`config.mk`:
```
export PLATFORM = sky130hd
export DESIGN_NAME = chacha_stream_core
export DESIGN_NICKNAME = d
export VERILOG_FILES = /design/src/rtl/chacha_pkg.sv /design/src/rtl/chacha_qr.sv /design/src/rtl/chacha_stream_core.sv
export SDC_FILE = /design/constraint.sdc
export NUM_CORES = 1
export LEC_CHECK = 0
export BUFFER_PORTS_ARGS = -buffer_cell sky130_fd_sc_hd__buf_2
export CAP_MARGIN = 20
export CORE_ASPECT_RATIO = 1.5
export CORE_MARGIN = 3
export CORE_UTILIZATION = 66
export DETAILED_ROUTE_END_ITERATION = 8
export HOLD_SLACK_MARGIN = 0.1
export PLACE_DENSITY_LB_ADDON = 0.12
export SLEW_MARGIN = 10
export SYNTH_ARGS = -nofsm -noshare
export SYNTH_HDL_FRONTEND = slang
export SYNTH_SLANG_ARGS = --single-unit
```
`constraint.sdc`:
```
create_clock -name clk -period 16.6 [get_ports clk]
set_input_delay 0.83 -clock clk [delete_from_list [all_inputs] [get_ports clk]]
set_output_delay 0.83 -clock clk [all_outputs]
set_load 0.02 [all_outputs]
```
`src/rtl/chacha_pkg.sv`:
```
// chacha_pkg: shared FSM state type, sigma constants, quarter-round index tables
// and the W-bit left-rotate helper used by the ChaCha stream core.
package chacha_pkg;

    typedef enum logic [1:0] {IDLE, GEN, ADD, STREAM} state_t;

    localparam logic [31:0] SIGMA [4] = '{32'h61707865, 32'h3320646e, 32'h79622d32, 32'h6b206574};

    localparam logic [3:0] COL_IDX [4][4] = '{
        '{4'd0, 4'd4, 4'd8,  4'd12},
        '{4'd1, 4'd5, 4'd9,  4'd13},
        '{4'd2, 4'd6, 4'd10, 4'd14},
        '{4'd3, 4'd7, 4'd11, 4'd15}
    };

    localparam logic [3:0] DIAG_IDX [4][4] = '{
        '{4'd0, 4'd5, 4'd10, 4'd15},
        '{4'd1, 4'd6, 4'd11, 4'd12},
        '{4'd2, 4'd7, 4'd8,  4'd13},
        '{4'd3, 4'd4, 4'd9,  4'd14}
    };

    // Rotate left by n within the low w bits; bits above w are returned as zero.
    function automatic logic [31:0] rotl(input logic [31:0] x, input int unsigned n,
                                         input int unsigned w = 32);
        logic [31:0] mask;
        mask = (w >= 32) ? '1 : ((32'd1 << w) - 32'd1);
        return ((x << n) | ((x & mask) >> (w - n))) & mask;
    endfunction

endpackage

```
`src/rtl/chacha_qr.sv`:
```
// chacha_qr: combinational ChaCha quarter-round on W-bit words with
// configurable rotate amounts R1..R4.
module chacha_qr
    import chacha_pkg::*;
#(
    parameter int unsigned W  = 8,
    parameter int unsigned R1 = 4,
    parameter int unsigned R2 = 3,
    parameter int unsigned R3 = 2,
    parameter int unsigned R4 = 1
) (
    input  logic [W-1:0] i_a,
    input  logic [W-1:0] i_b,
    input  logic [W-1:0] i_c,
    input  logic [W-1:0] i_d,
    output logic [W-1:0] o_a,
    output logic [W-1:0] o_b,
    output logic [W-1:0] o_c,
    output logic [W-1:0] o_d
);

    logic [W-1:0] w_a1, w_b1, w_c1, w_d1;
    logic [W-1:0] w_a2, w_b2, w_c2, w_d2;

    assign w_a1 = i_a + i_b;
    assign w_d1 = W'(rotl(32'(i_d ^ w_a1), R1, W));
    assign w_c1 = i_c + w_d1;
    assign w_b1 = W'(rotl(32'(i_b ^ w_c1), R2, W));
    assign w_a2 = w_a1 + w_b1;
    assign w_d2 = W'(rotl(32'(w_d1 ^ w_a2), R3, W));
    assign w_c2 = w_c1 + w_d2;
    assign w_b2 = W'(rotl(32'(w_b1 ^ w_c2), R4, W));

    assign o_a = w_a2;
    assign o_b = w_b2;
    assign o_c = w_c2;
    assign o_d = w_d2;

endmodule

```
`src/rtl/chacha_stream_core.sv`:
```
// chacha_stream_core: iterative ChaCha keystream generator (one quarter-round per cycle)
// XORing a valid/ready word stream. Optional macro CHACHA_CTR_WRAP_ERR_EN: counter wrap halts with sticky err.
module chacha_stream_core
    import chacha_pkg::*;
#(
    parameter int unsigned W      = 8,
    parameter int unsigned ROUNDS = 8,
    parameter int unsigned R1     = 4,
    parameter int unsigned R2     = 3,
    parameter int unsigned R3     = 2,
    parameter int unsigned R4     = 1
) (
    input  logic           clk,
    input  logic           reset,
    input  logic           lock,
    input  logic [8*W-1:0] key,
    input  logic [3*W-1:0] nonce,
    input  logic [W-1:0]   init_value,
    input  logic           in_valid,
    output logic           in_ready,
    input  logic [W-1:0]   in_data,
    output logic           out_valid,
    input  logic           out_ready,
    output logic [W-1:0]   out_data,
    output logic           busy,
    output logic           err
);

    localparam int unsigned NQR = 4 * ROUNDS;

    state_t         r_state;
    logic [8*W-1:0] r_key;
    logic [3*W-1:0] r_nonce;
    logic [W-1:0]   r_ctr;
    logic [W-1:0]   r_work [16];
    logic [6:0]     r_step;
    logic [3:0]     r_idx;
    logic           r_out_valid;
    logic [W-1:0]   r_out_data;

    logic [8*W-1:0] w_src_key;
    logic [3*W-1:0] w_src_nonce;
    logic [W-1:0]   w_src_ctr;
    logic [W-1:0]   w_init [16];
    logic [3:0]     w_sel [4];
    logic [W-1:0]   w_qa, w_qb, w_qc, w_qd;
    logic           w_accept;

    // Initial state comes from the ports on lock, else from the held registers
    // (with the counter already advanced when rolling over to the next block).
    always_comb begin
        w_src_key   = lock ? key   : r_key;
        w_src_nonce = lock ? nonce : r_nonce;
        w_src_ctr   = lock ? init_value : ((r_state == STREAM) ? r_ctr + W'(1) : r_ctr);
        for (int unsigned i = 0; i < 4; i++) w_init[i] = SIGMA[i][W-1:0];
        for (int unsigned i = 0; i < 8; i++) w_init[4+i] = w_src_key[W*i +: W];
        w_init[12] = w_src_ctr;
        for (int unsigned i = 0; i < 3; i++) w_init[13+i] = w_src_nonce[W*i +: W];
    end

    always_comb begin
        for (int unsigned j = 0; j < 4; j++)
            w_sel[j] = r_step[2] ? DIAG_IDX[r_step[1:0]][j] : COL_IDX[r_step[1:0]][j];
    end

    chacha_qr #(.W(W), .R1(R1), .R2(R2), .R3(R3), .R4(R4)) u_qr (
        .i_a(r_work[w_sel[0]]),
        .i_b(r_work[w_sel[1]]),
        .i_c(r_work[w_sel[2]]),
        .i_d(r_work[w_sel[3]]),
        .o_a(w_qa),
        .o_b(w_qb),
        .o_c(w_qc),
        .o_d(w_qd)
    );

    assign in_ready  = (r_state == STREAM) && (!r_out_valid || out_ready) && !lock;
    assign w_accept  = in_ready && in_valid;
    assign busy      = (r_state == GEN);
    assign out_valid = r_out_valid;
    assign out_data  = r_out_data;

    always_ff @(posedge clk) begin
        if (reset) begin
            r_state <= IDLE;
            r_key   <= '0;
            r_nonce <= '0;
            r_ctr   <= '0;
            r_step  <= '0;
            r_idx   <= '0;
            for (int unsigned i = 0; i < 16; i++) r_work[i] <= '0;
        end else if (lock) begin
            r_state <= GEN;
            r_key   <= key;
            r_nonce <= nonce;
            r_ctr   <= init_value;
            r_step  <= '0;
            r_idx   <= '0;
            for (int unsigned i = 0; i < 16; i++) r_work[i] <= w_init[i];
        end else begin
            case (r_state)
                GEN: begin
                    r_work[w_sel[0]] <= w_qa;
                    r_work[w_sel[1]] <= w_qb;
                    r_work[w_sel[2]] <= w_qc;
                    r_work[w_sel[3]] <= w_qd;
                    r_step <= r_step + 7'd1;
                    if (r_step == 7'(NQR - 1)) r_state <= ADD;
                end
                ADD: begin
                    for (int unsigned i = 0; i < 16; i++) r_work[i] <= r_work[i] + w_init[i];
                    r_state <= STREAM;
                end
                STREAM: begin
                    if (w_accept) begin
                        r_idx <= r_idx + 4'd1;
                        if (r_idx == 4'd15) begin
                            r_ctr  <= r_ctr + W'(1);
                            r_step <= '0;
`ifdef CHACHA_CTR_WRAP_ERR_EN
                            if (r_ctr == '1) begin
                                r_state <= IDLE;
                            end else begin
                                r_state <= GEN;
                                for (int unsigned i = 0; i < 16; i++) r_work[i] <= w_init[i];
                            end
`else
                            r_state <= GEN;
                            for (int unsigned i = 0; i < 16; i++) r_work[i] <= w_init[i];
`endif
                        end
                    end
                end
                default: r_state <= IDLE;
            endcase
        end
    end

    // Output register drains independently of lock so pending ciphertext is never dropped.
    always_ff @(posedge clk) begin
        if (reset) begin
            r_out_valid <= 1'b0;
            r_out_data  <= '0;
        end else if (w_accept) begin
            r_out_valid <= 1'b1;
            r_out_data  <= in_data ^ r_work[r_idx];
        end else if (out_ready) begin
            r_out_valid <= 1'b0;
        end
    end

`ifdef CHACHA_CTR_WRAP_ERR_EN
    logic r_err;
    always_ff @(posedge clk) begin
        if (reset || lock)
            r_err <= 1'b0;
        else if (w_accept && r_idx == 4'd15 && r_ctr == '1)
            r_err <= 1'b1;
    end
    assign err = r_err;
`else
    assign err = 1'b0;
`endif

endmodule

```
---- Word level (Yosys, flattened, before mapping) ----
Memory sizes are Yosys's and may differ from the RTL's. A register that Yosys moved wholly into a read port is not among the register bits.
Cells that the tools add are included.
operators by class
  reductions and logical operators ........ 21
  $lt $le $gt $ge ......................... 1
  $add $sub $neg .......................... 23
  mux-type cells .......................... 109
  eq/ne operators ......................... 11
  bitwise logic cells ..................... 58
operators with widths
  cell                                                 count
  two-way mux 8 bit                                    58
  adder 8 bit                                          16
  binary-select mux 16 bit (select 2 bit)              2
  two-way mux 16 bit                                   4
  two-way mux 64 bit                                   1
  bitwise OR 1 bit                                     48
  two-way mux 4 bit                                    10
  XOR 8 bit                                            5
  OR reduction 8 bit                                   4
  two-way mux 1 bit                                    26
  adder 8 x 7 -> 8 bit, second input constant          3
  two-way mux 24 bit                                   1
  two-way mux 7 bit                                    2
  one-hot mux 7 bit (2 select lines)                   1
  AND reduction 3 bit                                  4
  nonzero test 2 bit                                   5
  adder 8 x 1 -> 8 bit, second input constant          1
  adder 8 x 6 -> 8 bit, second input constant          1
  bitwise OR 8 x 1 -> 8 bit                            1
  bitwise OR 8 x 2 -> 8 bit                            1
  bitwise OR 8 x 3 -> 8 bit                            1
  bitwise OR 8 x 4 -> 8 bit                            1
  adder 7 x 1 -> 7 bit, second input constant          1
  equality test 7 x 5 -> 1 bit, second input constant  1
  17 further kinds                                     25
storage, ports and cells
  output and inout bits ................... 12
  memory bits (writable) .................. 128
  word-level logic and storage cells ...... 233
  flip-flop bits (word level) ............. 118
  bits of input ports ..................... 109
  memories ................................ 1
memory list
  name    depth  bits a word  rd ports  clocked after memory_dff  wr ports  RTL line                  RTL
  r_work  16     8            21        1                         16        chacha_stream_core.sv:35  logic [W-1:0] r_work [16];

---- Logic depth before layout (Yosys ltp) ----
Gate-level depths: netlist of run 1.
An unclocked memory read counts as a cell.
  depth in word-level cells ............... 19
  depth in mapped cells ................... 49
  depth with buffers taken out ............ 46

---- Hierarchy ----
Synthesis of run 1 repeated with hierarchy kept, for this count alone.
unflattened totals
  cell total of the unflattened synthesis .. 1911
  area total of the unflattened synthesis .. 18785.5 sq um
by module, submodules not included
  module              times used  cells each  area an instance (sq um)
  chacha_stream_core  1           1743        17235.3
  chacha_qr           1           168         1550.2

---- Least setup slack after synthesis of run 1 ----
No wires, ideal clock.
  kind .................................... register to register
  start ................................... reg r_step[0]
  end ..................................... mem r_work[5][0] (data pin)
  period minus slack after synthesis ...... 9.603 ns
  path slack .............................. 6.997 ns
  arrival ................................. 9.336 ns
  stages on the path, launching flop included .. 49
  required time ........................... 16.333 ns
  setup time .............................. 0.267 ns
  cell sequence ........................... dfxtp_1 > clkbuf_1 > inv_1 > ha_1 > nor3b_2 > or2_1 > buf_6 > clkbuf_1 > clkbuf_1 > a211oi_1 > a31oi_1 > ha_1 > a21o_1 > a21o_1 > o2bb2ai_1 > o31ai_1 > nand2b_1 > xnor2_1 > [... 13 more ...] > a21oi_1 > o21bai_1 > a21oi_1 > xnor2_1 > xnor3_2 > xor2_2 > inv_2 > ha_1 > a21o_1 > a21oi_1 > o21bai_1 > a21oi_1 > o21bai_1 > a21oi_1 > xnor2_1 > xnor3_1 > xnor2_1 > o22ai_1
RTL lines
  item                    RTL line                   RTL
  from (decl)             chacha_stream_core.sv:36   logic [6:0] r_step;
  from (signal assigned)  chacha_stream_core.sv:107  r_step <= r_step + 7'd1;
  to (decl)               chacha_stream_core.sv:35

==> results of run 1 <==
-- worst register-to-register path, delay by kind of cell, from the launching register on --
| kind | cells | cell delay, ns |
|---|---|---|
| compound gates | 20 | 3.75 |
| simple gates | 5 | 1.58 |
| xor+xnor | 10 | 2.88 |
| flops | 1 | 0.85 |
| buf+inv | 4 | 0.36 |
| fa+ha+maj | 5 | 1.53 |
| mux | 1 | 0.40 |
-- metrics by stage --
step | hold WS [ns] | setup WS, ns | instance area (um^2) | utilization | instances
global route | 0.511 | 4.46 | 20000 | 0.732 | 2349
detailed placement | 0.480 | 5.35 | 19100 | 0.698 | 2299
finish | 0.489 | 4.98 | 20000 | 0.732 | 2349
global placement | 0.471 | 5.60 | 19100 | 0.698 | 2299
CTS | 0.497 | 5.29 | 20000 | 0.731 | 2347
floorplan | 0.456 | 7.00 | 18300 | - | 1928
-- kinds of logic (layout without fill, tap and decap cells) --
group | count (synthesis) | after routing | share of synthesized area
compound gates | 445 | 445 | 0.157
xor+xnor | 192 | 192 | 0.0946
fa+ha+maj | 141 | 141 | 0.102
buf+inv | 223 | 302 | 0.0470
flops | 250 | 250 | 0.343
mux | 161 | 161 | 0.130
other cells | 1 | 1 | 0.000205
simple gates | 515 | 515 | 0.126
-- placed cells by master, fill, tap and decap left out, drive strengths merged, types with 9 or more instances in the layout --
master   Yosys  routed
a211oi      25      25
a21o        62      62
a21oi      129     129
a221oi      21      21
and2        12      12
and3         9       9
buf         29     135
clkbuf      75      35
dfxtp      122     122
edfxtp     128     128
fa          15      15
ha         126     126
inv        119     121
mux2        32      32
mux2i       73      73
mux4        56      56
nand2      131     131
nand2b      15      15
nand3       27      27
nand4       10      10
nor2       233     233
nor2b       46      46
nor3        11      11
o2111ai      9       9
o211ai      12      12
o21ai       69      69
o21bai      18      18
o22ai       57      57
xnor2      111     111
xor2        79      79
-- registers in the layout, summed over array words and instances (netlist names), named ones only --
register and cells:
r_ctr 8, r_nonce 24, out_valid 1, r_state 2, r_step 7, out_data 8, r_key 64, r_idx 4
r_work 128
-- synth_stat cells, types with 3 or more instances --
master / number
nor3_1: 11
buf_1: 24
o2bb2ai_1: 6
xnor2_1: 109
mux4_2: 56
nand3b_1: 4
mux2_2: 31
o21ai_0: 63
a31oi_1: 7
o211ai_1: 12
a221oi_1: 21
nand2b_1: 15
o22ai_1: 56
a21o_1: 62
clkbuf_1: 75
nand2_1: 131
nand4_1: 9
or3_1: 6
a22oi_1: 7
o21ai_1: 5
nand3_1: 26
o21a_1: 3
o41ai_1: 8
a21oi_1: 128
mux2i_1: 70
nor2_1: 233
nor3b_1: 5
a211oi_1: 24
xor2_1: 78
dfxtp_1: 122
ha_1: 126
o21bai_1: 18
and3_1: 8
fa_1: 15
nor2b_1: 46
inv_1: 117
and2_1: 12
edfxtp_1: 128
o2111ai_1: 8
-- cell type report --
type,instances,area share
Clock buffer,35,0.0394
Clock inverter,13,0.00526
Inverter,119,0.0224
Multi-Input combinational cell,1455,0.560
Sequential cell,250,0.315
Tap cell,342,0.0214
Timing Repair Buffer,135,0.0369
-- worst paths after layout --
check | from | to | slack, ns | cells past startpoint
worst min register to register | r_key[10] | r_key[10] | 0.49 | 2
worst max register to register | r_step[1] | r_work[5][0] | 4.98 | 45
worst min-delay path | r_key[10] | r_key[10] | 0.49 | 2
worst max-delay path | r_step[1] | r_work[5][0] | 4.98 | 45
-- layer usage --
layer	GRT usage	up-vias	routed length [um]
li1	-	7025	-
met1	0.408	7246	19100
met2	0.604	780	26300
met3	0.0540	198	3840
met4	0.187	2	3360
met5	0	-	13
==> results.yml, run 1 <==
sta:
  finalSetupViolCount: 0
  clock_skew_ns: 0.0154
  min_period_over_period: 0.700
  slew_headroom: 0.259
  finalCriticalPeriod_ns: 11.62
  tns_ns: 0
  finalMaxSlewViolations: 0
  hold_viol: 0
  fmax_mhz: 86.1
  rsz0062_at_grt: "no"
  tightest_slew_ns: 1.11
synthesis:
  synth_fp_nets: 2178
  ys_warn_count: 0
  syn_area_mm2: 0.0183
  ys_seq_elements: 250
  synthCells: 1928
  yosysTopAreaCell: "edfxtp_1"
  synth_area_per_cell_um2: 9.50
  ys.flop_type: "edfxtp_1"
  synth-edff-count: 128
  synth_cell_types: 73
  synthTopCellsByArea: "edfxtp_1, dfxtp_1, ha_1"
  yosys.area.top_type_share: 0.210
  synthArstFlopShare: 0
  yosysSeqAreaShare: 0.343
routing:
  via_count: 15251
  routed_wl_um: 52600
  drt-wirelength-per-cell_um: 22.4
  drtAntennaViolNets: 0
  drtPass1Iterations: 6
  drc_errors: 0
  viasPerCell: 6.49
  drt-initial-drc-count: 1551
cts:
  path_clk_slew_ns: 0.07
  postCtsSetupRepairBufs: 0
  htreeDepth: 1
  cts_resized: 0
  cts_max_path_buffers: 3
  cts_tree: "built"
  cts_buffers: 26
  cts_sinks: 250
  root_buffer: "clkbuf_16"
  clock_latency_ns: 0.56
  holdBufCountCts: 0
flow_run:
  drv_cap: 0
placement:
  dpl.hpwl_um: 40300
  portBuffers: 119
  place_congestion: 1.02
critical_path:
  critical_path_class: "reg -> reg"
  crit_buf_inv: 4
  crit_path_max_fanout: 32
  slowest_stage: "or2_1"
  startpoint_type: "register"
  critPathMaxStageDelay_ns: 0.90
  critPathRequiredTime_ns: 16.87
  arrival_ns: 11.89
  crit_path_frequent_cell: "a21oi_1"
  cp_top_family: "compound AO/OA/AOI/OAI gates"
  critPathCaptureType: "register"
global_routing:
  grt_pass1_vias: 15239
  grt_max_degree: 76
  grt-ovfl-total: 0
  track_usage: 0.347
  antenna_found_initial: 1
  grt_pass1_wl_um: 81300
die:
  die_width_um: 142
  die_area_mm2: 0.0298
  core_area_mm2: 0.0273
  initial_core_util: 0.671
  die_h_um: 210
  boundaryPins: 121
  placementRows: 74
finish:
  drive_gt1_frac: 0.148
  multi_input_area_mm2: 0.0112
  nNetsFinal: 2237
  ff_latch_area_mm2: 0.00629
  fillCellCount: 2041
  syn2layout_area_growth_pct: 9.06
  num_antenna_cells: 0
hold_path:
  hold_class: "reg -> reg"
status:
  outcome: "finished, final reports clean"
Power of run 1 is left out: the tool's default activity adds up to more than one toggle a clock period on the data nets, which glitch-free logic cannot reach.
==> run 2: changes to the inputs <==
--- a/config.mk
+++ b/config.mk
@@ -5,11 +5,12 @@
 export SDC_FILE = /design/constraint.sdc
 export NUM_CORES = 1
 export LEC_CHECK = 0
+export ABC_AREA = 1
 export BUFFER_PORTS_ARGS = -buffer_cell sky130_fd_sc_hd__buf_2
 export CAP_MARGIN = 20
 export CORE_ASPECT_RATIO = 1.5
 export CORE_MARGIN = 3
-export CORE_UTILIZATION = 66
+export CORE_UTILIZATION = 57
 export DETAILED_ROUTE_END_ITERATION = 8
 export HOLD_SLACK_MARGIN = 0.1
 export PLACE_DENSITY_LB_ADDON = 0.12
==> constraint.sdc (replaced) <==
create_clock -name clk -period 9.8 [get_ports clk]
set_input_delay 0.49 -clock clk [delete_from_list [all_inputs] [get_ports clk]]
set_output_delay 0.49 -clock clk [all_outputs]
set_load 0.02 [all_outputs]
==> results.yml, run 2 <==
flow_run:
  drv_cap: 0
synthesis:
  synthArstFlopShare: 0
  synth.most_common_cell: "inv_1"
  synth_cell_types: 59
  yosysSeqAreaShare: 0.331
  yosys.area.top_type_share: 0.202
  ys_seq_elements: 250
  synth-edff-count: 128
  yosysTopAreaCell: "edfxtp_1"
  ys.flop_type: "edfxtp_1"
  synthCells: 2606
  synth_area_per_cell_um2: 7.28
  ys_warn_count: 0
  synth_fp_nets: 2856
  syn_area_mm2: 0.0190
  synth_common_cells: "inv_1, nand2_1, nor2_1"
  synthTopCellsByArea: "edfxtp_1, dfxtp_1, ha_1"
routing:
  drt-initial-drc-count: 1685
  viasPerCell: 6.09
  drt-wirelength-per-cell_um: 21.3
  drtPass1Iterations: 6
  via_count: 18967
  routed_wl_um: 66400
  drtAntennaViolNets: 0
  drc_errors: 0
sta:
  clock_skew_ns: 0.0151
  slew_headroom: 0.234
  hold_viol: 0
  tns_ns: 0
  rsz0062_at_grt: "no"
  fmax_mhz: 111
  min_period_over_period: 0.916
  finalMaxSlewViolations: 0
  finalSetupViolCount: 0
  finalCriticalPeriod_ns: 8.98
  tightest_slew_ns: 1.14
placement:
  portBuffers: 119
  place_congestion: 1.01
  place_inst: 3064
  dpl.hpwl_um: 51500
critical_path:
  crit_path_max_fanout: 12
  critPathRequiredTime_ns: 10.10
  critical_path_class: "reg -> reg"
  crit_path_frequent_cell: "nand2_1"
  crit_buf_inv: 9
  critPathCaptureType: "register"
  startpoint_type: "register"
  cp_top_family: "simple AND/OR/NAND/NOR gates"
  critPathMaxStageDelay_ns: 0.35
  slowest_stage: "ha_1"
  arrival_ns: 9.28
finish:
  final_common_cell: "inv_1"
  syn2layout_area_growth_pct: 10.2
  num_antenna_cells: 0
  drive_gt1_frac: 0.123
  fin_cells: 3116
  final_cell_mix: "inv_1, nand2_1, nor2_1"
  largest-register: "r_work"
  nNetsFinal: 2930
  fillCellCount: 2913
  top_regs: "r_work (128), r_key (64), r_nonce (24)"
  largest_reg_flops: 128
global_routing:
  grt_max_degree: 58
  track_usage: 0.363
  grt_pass1_wl_um: 101000
  grt_pass1_vias: 18437
  antenna_found_initial: 1
  grt-ovfl-total: 0
cts:
  cts_sinks: 250
  cts_max_path_buffers: 3
  cts_buffers: 27
  holdBufCountCts: 0
  htreeDepth: 1
  path_clk_slew_ns: 0.07
  cts_tree: "built"
  clock_latency_ns: 0.57
  root_buffer: "clkbuf_16"
die:
  die_width_um: 155
  placementRows: 81
  boundaryPins: 121
  die_h_um: 230
  initial_core_util: 0.580
  core_area_mm2: 0.0327
  die_area_mm2: 0.0356
hold_path:
  hold_class: "in -> reg"
status:
  outcome: "finished, final reports clean"
[run 2: changes by cell type in the layout (fill, tap and decap cells not counted), moves of 61 or more]
cell     before  now
a21oi_1     127  188
inv_1       117  348
nand2_1     130  342
nand3_1      26  120
nor2_1      231  318
o21ai_0      63  283
or2_2         1   82
xnor2_1     109   16
[run 2: worst paths after layout]
kind	from	to	slack (ns)	depth (start not counted)
worst max-delay path	r_step[1]	r_work[7][0]	0.82	57
worst min-delay path	out_ready	out_valid	0.22	4
worst max register to register	r_step[1]	r_work[7][0]	0.82	57
worst min register to register	r_idx[3]	r_idx[3]	0.50	2
[run 2: kinds of logic (layout without fill, tap and decap cells)]
logic type	Yosys count	after routing	synth area share
xor gates and xnor gates	78	78	0.0372
other	1	1	0.000198
muxes	10	10	0.00527
and+or+nand+nor	934	934	0.213
DFF	250	250	0.331
buffers and inverters	465	560	0.0930
AOI/OAI and AO/OA	727	727	0.221
adders and majority gates	141	141	0.0989
[run 2: cell type report]
cell class | instances | area (um^2) | share of cell area
sequential | 250 | 6290 | 0.300
inverter | 361 | 1360 | 0.0651
multi-input combinational | 1891 | 11000 | 0.524
tap | 415 | 519 | 0.0248
timing repair buffer | 149 | 830 | 0.0396
clock inverter | 14 | 130 | 0.00622
clock buffer | 36 | 825 | 0.0394
[run 2: tightest hold or removal path, delay by kind of cell]
family,cells,cell delay [ns]
and+or+nand+nor,3,0.17
buffers and inverters,1,0.08
[run 2: routing by layer]
layer | global-route usage | part of all wire | up-vias
met5 | 0 | 0.00012 | -
met4 | 0.244 | 0.079 | 2
met3 | 0.0423 | 0.067 | 227
met2 | 0.635 | 0.49 | 856
met1 | 0.411 | 0.36 | 8870
li1 | - | - | 9012
[run 2: per-stage QoR]
step | worst slack [ns] | cell area (um^2) | hold WS, ns | util
floorplan | 1.23 | 19000 | 0.457 | -
global placement | 0.816 | 19900 | 0.477 | 0.609
detailed placement | 0.589 | 19900 | 0.489 | 0.609
CTS | 0.573 | 20900 | 0.207 | 0.638
global route | 0.00377 | 20900 | 0.236 | 0.639
finish | 0.825 | 20900 | 0.220 | 0.639
[run 2: what timing repair did]
action	in CTS	in global routing
resized for setup	0	8
hold endpoints to repair	0	0
setup buffers	0	1
setup endpoints to repair	0	17
Power of run 2 is left out for the same reason.
